<file path="src/rtl/tlb_op_ctrl.sv">
// -----------------------------------------------------------------------------
// tlb_op_ctrl
//   Sequences the CP0 TLB maintenance instructions (TLBP, TLBR, TLBWI, TLBWR)
//   against the mmu TLB ports. It accepts one op at a time, stalls the pipeline
//   while the op runs, returns probe/read results as CP0 write-backs and owns
//   the CP0 Random register.
//
//   Optional feature macro: TLB_OP_CTRL_DUP_CHECK_EN
//     When defined, TLBWI/TLBWR first run an internal probe (PROBE, PWAIT).
//     If that probe hits an index other than the write target, the write is
//     suppressed and mcheck pulses together with done.
//     When undefined, PROBE/PWAIT do not exist and mcheck is tied to 0.
//
// Ports
//   clk, rst           clock; asynchronous active-low reset
//   op_valid/op_code   op request (00 TLBP, 01 TLBR, 10 TLBWI, 11 TLBWR)
//   op_ready           controller idle; op accepted on op_valid & op_ready
//   cp0_index/entry    CP0 Index and packed entry, sampled at accept
//   cp0_wired(_we)     CP0 Wired value and its write strobe
//   tlb_*              mmu TLB probe/read/write ports
//   done               one-cycle pulse when an op retires
//   index_we/index_o   probe result write-back to CP0 Index
//   entry_we/entry_o   read result write-back to EntryHi/Lo0/Lo1/PageMask
//   random_o           CP0 Random value
//   mcheck             one-cycle duplicate-entry abort pulse
// -----------------------------------------------------------------------------
module tlb_op_ctrl #(
  parameter int TLB_ENTRIES = 16,
  parameter int IDX_W       = $clog2(TLB_ENTRIES)
) (
  input  logic             clk,
  input  logic             rst,
  input  logic             op_valid,
  input  logic [1:0]       op_code,
  output logic             op_ready,
  input  logic [IDX_W-1:0] cp0_index,
  input  logic [85:0]      cp0_entry,
  input  logic [IDX_W-1:0] cp0_wired,
  input  logic             cp0_wired_we,
  output logic [85:0]      tlb_config,
  output logic [IDX_W-1:0] tlb_we_index,
  output logic             tlb_we,
  output logic             tlb_p,
  input  logic [31:0]      tlb_p_res_i,
  output logic [IDX_W-1:0] tlb_read_index,
  input  logic [85:0]      tlb_read_cfg_i,
  output logic             done,
  output logic             index_we,
  output logic [31:0]      index_o,
  output logic             entry_we,
  output logic [85:0]      entry_o,
  output logic [IDX_W-1:0] random_o,
  output logic             mcheck
);

  localparam logic [2:0] S_IDLE  = 3'd0;
  localparam logic [2:0] S_ISSUE = 3'd1;
  localparam logic [2:0] S_WAIT  = 3'd2;
  localparam logic [2:0] S_DONE  = 3'd3;
`ifdef TLB_OP_CTRL_DUP_CHECK_EN
  localparam logic [2:0] S_PROBE = 3'd4;
  localparam logic [2:0] S_PWAIT = 3'd5;
`endif

  localparam logic [1:0] OP_TLBP  = 2'b00;
  localparam logic [1:0] OP_TLBR  = 2'b01;
  localparam logic [1:0] OP_TLBWR = 2'b11;

  localparam logic [IDX_W-1:0] RAND_MAX = IDX_W'(TLB_ENTRIES - 1);

  logic [2:0]       r_state;
  logic [2:0]       w_state_nxt;
  logic [1:0]       r_op;
  logic [IDX_W-1:0] r_index;
  logic [85:0]      r_entry;
  logic [IDX_W-1:0] r_rand_snap;
  logic [IDX_W-1:0] r_random;
  logic [31:0]      r_index_o;
  logic [85:0]      r_entry_o;
  logic             w_accept;
  logic             w_is_write;
  logic [IDX_W-1:0] w_target;
  logic             w_we_allow;
  logic             w_probe_extra;

  assign w_accept   = op_valid && (r_state == S_IDLE);
  assign w_is_write = r_op[1];
  // TLBWR targets the Random value frozen at accept, not the live register.
  assign w_target   = (r_op == OP_TLBWR) ? r_rand_snap : r_index;

`ifdef TLB_OP_CTRL_DUP_CHECK_EN
  logic r_dup;

  always_ff @(posedge clk or negedge rst) begin
    if (!rst) begin
      r_dup <= 1'b0;
    end else if (w_accept) begin
      r_dup <= 1'b0;
    end else if (r_state == S_PWAIT) begin
      // A hit at any index other than the target would create a duplicate.
      r_dup <= !tlb_p_res_i[31] && (tlb_p_res_i[IDX_W-1:0] != w_target);
    end
  end

  assign w_we_allow    = !r_dup;
  assign w_probe_extra = (r_state == S_PROBE);
  assign mcheck        = (r_state == S_DONE) && r_dup;
`else
  assign w_we_allow    = 1'b1;
  assign w_probe_extra = 1'b0;
  assign mcheck        = 1'b0;
`endif

  always_comb begin
    w_state_nxt = r_state;
    case (r_state)
      S_IDLE: begin
        if (w_accept) begin
`ifdef TLB_OP_CTRL_DUP_CHECK_EN
          w_state_nxt = op_code[1] ? S_PROBE : S_ISSUE;
`else
          w_state_nxt = S_ISSUE;
`endif
        end
      end
`ifdef TLB_OP_CTRL_DUP_CHECK_EN
      S_PROBE: w_state_nxt = S_PWAIT;
      S_PWAIT: w_state_nxt = S_ISSUE;
`endif
      S_ISSUE: w_state_nxt = S_WAIT;
      S_WAIT:  w_state_nxt = S_DONE;
      S_DONE:  w_state_nxt = S_IDLE;
      default: w_state_nxt = S_IDLE;
    endcase
  end

  always_ff @(posedge clk or negedge rst) begin
    if (!rst) begin
      r_state     <= S_IDLE;
      r_op        <= OP_TLBP;
      r_index     <= '0;
      r_entry     <= '0;
      r_rand_snap <= '0;
      r_index_o   <= '0;
      r_entry_o   <= '0;
    end else begin
      r_state <= w_state_nxt;
      if (w_accept) begin
        r_op        <= op_code;
        r_index     <= cp0_index;
        r_entry     <= cp0_entry;
        r_rand_snap <= r_random;
      end
      if (r_state == S_WAIT && r_op == OP_TLBP) r_index_o <= tlb_p_res_i;
      if (r_state == S_WAIT && r_op == OP_TLBR) r_entry_o <= tlb_read_cfg_i;
    end
  end

  // Random: wired write and an out-of-range Wired force the top value; reaching
  // Wired wraps to the top; otherwise count down every cycle.
  always_ff @(posedge clk or negedge rst) begin
    if (!rst) begin
      r_random <= RAND_MAX;
    end else if (cp0_wired_we || (cp0_wired >= RAND_MAX) || (r_random == cp0_wired)) begin
      r_random <= RAND_MAX;
    end else begin
      r_random <= r_random - 1'b1;
    end
  end

  // Strobes decode directly from state so they vanish with an asynchronous reset.
  assign op_ready       = (r_state == S_IDLE);
  assign tlb_p          = ((r_state == S_ISSUE) && (r_op == OP_TLBP)) || w_probe_extra;
  assign tlb_we         = (r_state == S_ISSUE) && w_is_write && w_we_allow;
  assign tlb_we_index   = w_target;
  assign tlb_config     = r_entry;
  assign tlb_read_index = r_index;
  assign done           = (r_state == S_DONE);
  assign index_we       = (r_state == S_DONE) && (r_op == OP_TLBP);
  assign entry_we       = (r_state == S_DONE) && (r_op == OP_TLBR);
  assign index_o        = r_index_o;
  assign entry_o        = r_entry_o;
  assign random_o       = r_random;

endmodule
</file>
<file path="config.mk">
export PLATFORM = sky130hd
export DESIGN_NAME = tlb_op_ctrl
export DESIGN_NICKNAME = d
export VERILOG_FILES = /design/src/rtl/tlb_op_ctrl.sv
export SDC_FILE = /design/constraint.sdc
export NUM_CORES = 1
export LEC_CHECK = 0
export ABC_CLOCK_PERIOD_IN_PS = 2000
export BUFFER_PORTS_ARGS = -buffer_cell sky130_fd_sc_hd__buf_2
export CAP_MARGIN = 5
export CORE_ASPECT_RATIO = 1.75
export CORE_MARGIN = 2
export CORE_UTILIZATION = 29
export DETAILED_ROUTE_END_ITERATION = 8
export RECOVER_POWER = 100
export SLEW_MARGIN = 20
export SYNTH_ARGS = -nofsm -noshare
export SYNTH_HDL_FRONTEND = slang
export SYNTH_SLANG_ARGS = --single-unit
</file>
<file path="constraint.sdc">
create_clock -name clk -period 2 [get_ports clk]
set_clock_uncertainty 0.1 [all_clocks]
set_input_delay 0.3 -clock clk [delete_from_list [all_inputs] [get_ports clk]]
set_output_delay 0.3 -clock clk [all_outputs]
set_load 0.02 [all_outputs]
</file>
Word level (Yosys, flattened, before mapping)
Index checks and enable logic that the tools add are counted.

Flip-flop bits (word level): 221. Output and inout port bits: 223. Input port bits: 218.

Mux-type cells: 4. Reduce and logical (&&, ||, !) cells: 11. Order comparisons: 1. Equal/unequal tests: 7. Add/subtract/negate cells: 1.

Operators by type and width (count): 3-bit one-hot mux with 3 select lines (1); 4-bit 2-to-1 mux (2); 1-bit logical AND (7); 3-bit by 2-bit == test with 1-bit output, second input constant (2); 4-bit == test (1); 4-bit greater-or-equal comparator, second input constant (1); 4-bit by 1-bit subtractor with 4-bit output, second input constant (1); 3-bit by 1-bit == test with 1-bit output, second input constant (1); 3-bit logical NOT (1); 3-bit 2-to-1 mux (1); 2-bit by 1-bit == test with 1-bit output, second input constant (1); 2-bit == test, second input constant (1); 2-bit logical NOT (1); 1-bit logical OR (2); 2-bit by 1-bit != test with 1-bit output, second input constant (1).

Logic depth before layout (Yosys ltp)
Depth in word-level cells: 4. Gate-level depth with buffers: 7.

Worst setup path before layout
OpenSTA, ideal clock, no wires.

Path type: flip-flop to flip-flop. Start: register r_state[0]. End: register r_entry[34], in the netlist tlb_config[34]. Period minus slack after synthesis: 1.824 ns. Setup time: 0.125 ns. Path buffers: 2. Cell stages (with the launch flop): 7. Data arrival time: 1.599 ns. Path slack: 0.176 ns. Cell sequence: dfrtp_1 inv_1 ha_1 nand2_2 buf_4 buf_2 mux2_2.

Cells in the longest elaborated chain, start to end: 2.

RTL lines: start: declaration (line 71) `logic [2:0] r_state;`; start signal: assignment (line 147) `r_state <= w_state_nxt;`; 3-bit logical NOT; via op_ready (line 35) `output logic op_ready,`; 1-bit logical AND (line 86) `assign w_accept = op_valid && (r_state == S_IDLE);`; end signal: assignment (line 151) `r_entry <= cp0_entry;`; end: declaration (line 75) `logic [85:0] r_entry;`.

The timed path passes the listed nets, and every way through them passes these cells. A chain may end at the register's enable or synchronous reset.

Worst setup path after layout
Start: register r_op[1]. End: output port tlb_we_index[0].

Cells in the longest elaborated chain, start to end: 2.

RTL lines: start: declaration (line 73) `logic [1:0] r_op;`; start signal: assignment (line 149) `r_op <= op_code;`; 2-bit == test (line 89) `assign w_target = (r_op == OP_TLBWR) ? r_rand_snap : r_index;`; 4-bit 2-to-1 mux (line 89); end: declaration (line 41) `output logic [IDX_W-1:0] tlb_we_index,`.

No other way between the ends.

==> flow_summary.json <==
{
  "dr.pass1.iters": 4,
  "syn_to_final_growth_pct": 60.6,
  "diodes": 0,
  "finalHoldViolCount": 0,
  "wl_um": 26200,
  "cts_tree": "built",
  "final_cells": 1577,
  "syn_avg_cell_area_sq_um": 17.0,
  "dp_cells": 1319,
  "drc": 0,
  "syn_area_sq_um": 8580,
  "portBuffers": 439,
  "grt_use_total_pct": 16.5,
  "numCtsBuffers": 22,
  "worst-slew-pin-transition_ps": 804,
  "worstSetupEndpointType": "output pin",
  "die_area_sq_um": 31000,
  "max_cap_viol_count": 0,
  "final_cell_mix": "clkbuf_1, buf_2, dfrtp_1",
  "cp_max_fo": 5,
  "rsz0062_at_grt": "yes",
  "hold_class": "in -> reg",
  "hpwl_um": 18000,
  "rows": 83,
  "period_minus_slack_ps": 1970,
  "coreArea_sq_um": 29200,
  "path_cells": "nand2_4 -> mux2_2 -> buf_6",
  "yosysSeqAreaShare_pct": 64.2,
  "viasPerCell": 4.32,
  "cp-start-kind": "flop",
  "slowest_stage": "dfrtp_2",
  "synth_nets": 728,
  "fin_hold_ws_ps": 104,
  "clk_latency_ps": 510,
  "ant_nets": 0,
  "holdPathStages": 4,
  "grt_pass1_vias": 7620,
  "yosysUniqueCellTypes": 27,
  "clkTransAtPathRegs_ps": 60,
  "h-tree-depth": 1,
  "overflow": 0,
  "finalMaxSlewViolations": 0,
  "first_iter_violations": 88,
  "routabilityCongestion": 0.775,
  "timing.fmax_mhz": 509,
  "crit_buf_inv": 1,
  "cpPeakStageDelay_ps": 450,
  "die_h_um": 232,
  "setup-violations-final": 0,
  "initial_utilization_pct": 29.4,
  "finalNetCount": 1404,
  "cts.sinks": 220,
  "slew_headroom_pct": 46.4,
  "crit_cells": 3,
  "die_w_um": 134,
  "postPlaceCellArea_sq_um": 11300,
  "powerDensity_nw_per_um2": 1570,
  "final.period_utilization_pct": 98.3,
  "grt_pass1_wl_um": 40500,
  "ys_ff_latch": 220,
  "yosysWarnings": 0,
  "crit_family": "flip-flops",
  "tns_ps": 0,
  "ios": 441,
  "worstSetupPathType": "reg -> out",
  "antenna_found_initial": 0,
  "reg2regPathDepth": 5,
  "fillers": 2674,
  "cp.arrival_ps": 1570,
  "wl_per_cell_um": 16.6,
  "cts_buffer_depth": 3,
  "syn-instance-count": 504,
  "outcome": "finished, final reports clean",
  "crit_required_ps": 1600,
  "ir_drop_v": 0.000971,
  "postLayoutCellArea_sq_um": 13800,
  "grt_max_degree": 56,
  "final_common_cell": "clkbuf_1",
  "drive_above_1_share_pct": 37.2,
  "vias": 6810,
  "p_leak_nw": 6.18,
  "clockRootBuffer": "clkbuf_16"
}
## cell type report
type	count	area, sq um	share of cell area (%)
well taps	382	478	3.47
clock inverters	2	60.1	0.436
clock buffers	37	678	4.92
multi-input cells	255	2760	20.0
repair buffers	676	4270	31.0
inverters	5	18.8	0.136
flip-flops and latches	220	5510	40.0
## power by group
part | leakage, nW | total (mW) | switching, mW | internal, mW
combinational | 3.25 | 9.39 | 5.66 | 3.73
clock | 0.358 | 4.23 | 1.68 | 2.55
sequential | 2.57 | 7.96 | 1.23 | 6.73
## metal layers
metal  vias to the layer above  track usage, %  wire length [um]
met5                         -               0                 0
met4                         0            9.44              1480
met3                        90            3.76              1800
met2                       320            29.9             13600
met1                      3280            17.4              9360
li1                       3120               -                 -
## kinds of logic after synthesis
logic type      after synthesis  synth area share (%)
mux                         216                  29.7
buf+inv                      29                  2.64
simple gates                 18                  1.30
compound gates                8                 0.613
flops                       220                  64.2
fa+ha+maj                     6                 0.875
other cells                   1                0.0437
xor+xnor                      6                 0.613
## cell usage after synthesis (all sizes together)
library cell | count | share of area (%)
dfrtp | 216 | 63
mux2 | 216 | 30
buf | 24 | 2.4
nand2 | 10 | 0.47
ha | 6 | 0.88
xnor2 | 6 | 0.61
inv | 5 | 0.22
and2 | 4 | 0.35
dfstp | 4 | 1.2
o21ai | 4 | 0.23
a41o | 1 | 0.12
a41oi | 1 | 0.10
and3b | 1 | 0.12
conb | 1 | 0.044
nand3b | 1 | 0.23
nor2 | 1 | 0.073
nor3 | 1 | 0.058
o22ai | 1 | 0.073
o31ai | 1 | 0.088
## repair_timing
action                     in CTS  in global routing
hold buffers                  213                  0
buffers inserted                5                  1
setup endpoints to repair       4                  8
resized for setup              10                  8
hold endpoints to repair      297                  0
pin swaps                       0                  1
## stage by stage
step,setup WS (ps),util [%],total power [mW]
final,33.7,47.2,21.6
after global routing,-20.0,47.2,22.8
after CTS,-19.7,48.9,22.7
after detailed placement,190,38.8,17.9
after global placement,207,38.8,17.7
after floorplan,176,-,14.2
## registers in the layout (all words and copies together), names as in the netlist
name / cells
r_op: 2
r_state: 2
tlb_config: 86
random_o: 4
entry_o: 86
index_o: 32
r_rand_snap: 4
tlb_read_index: 4
## final timing paths
path	slack [ps]	start	to
setup / recovery	30	r_op[1]	tlb_we_index[0]
hold / removal	100	cp0_wired[3]	random_o[2]
setup reg to reg	90	r_state[0]	tlb_config[42]
hold reg to reg	380	index_o[29]	index_o[29]
max in group asynchronous	280	rst	tlb_read_index[3]
min in group asynchronous	350	rst	index_o[26]
## worst reg2reg max path, stage by stage, from the launching register on
cell and delay, ps:
dfrtp_1 410, inv_1 90, ha_1 250, nand2_4 170, buf_6 350, mux2_2 420
Power figures use the tool's default switching activity.
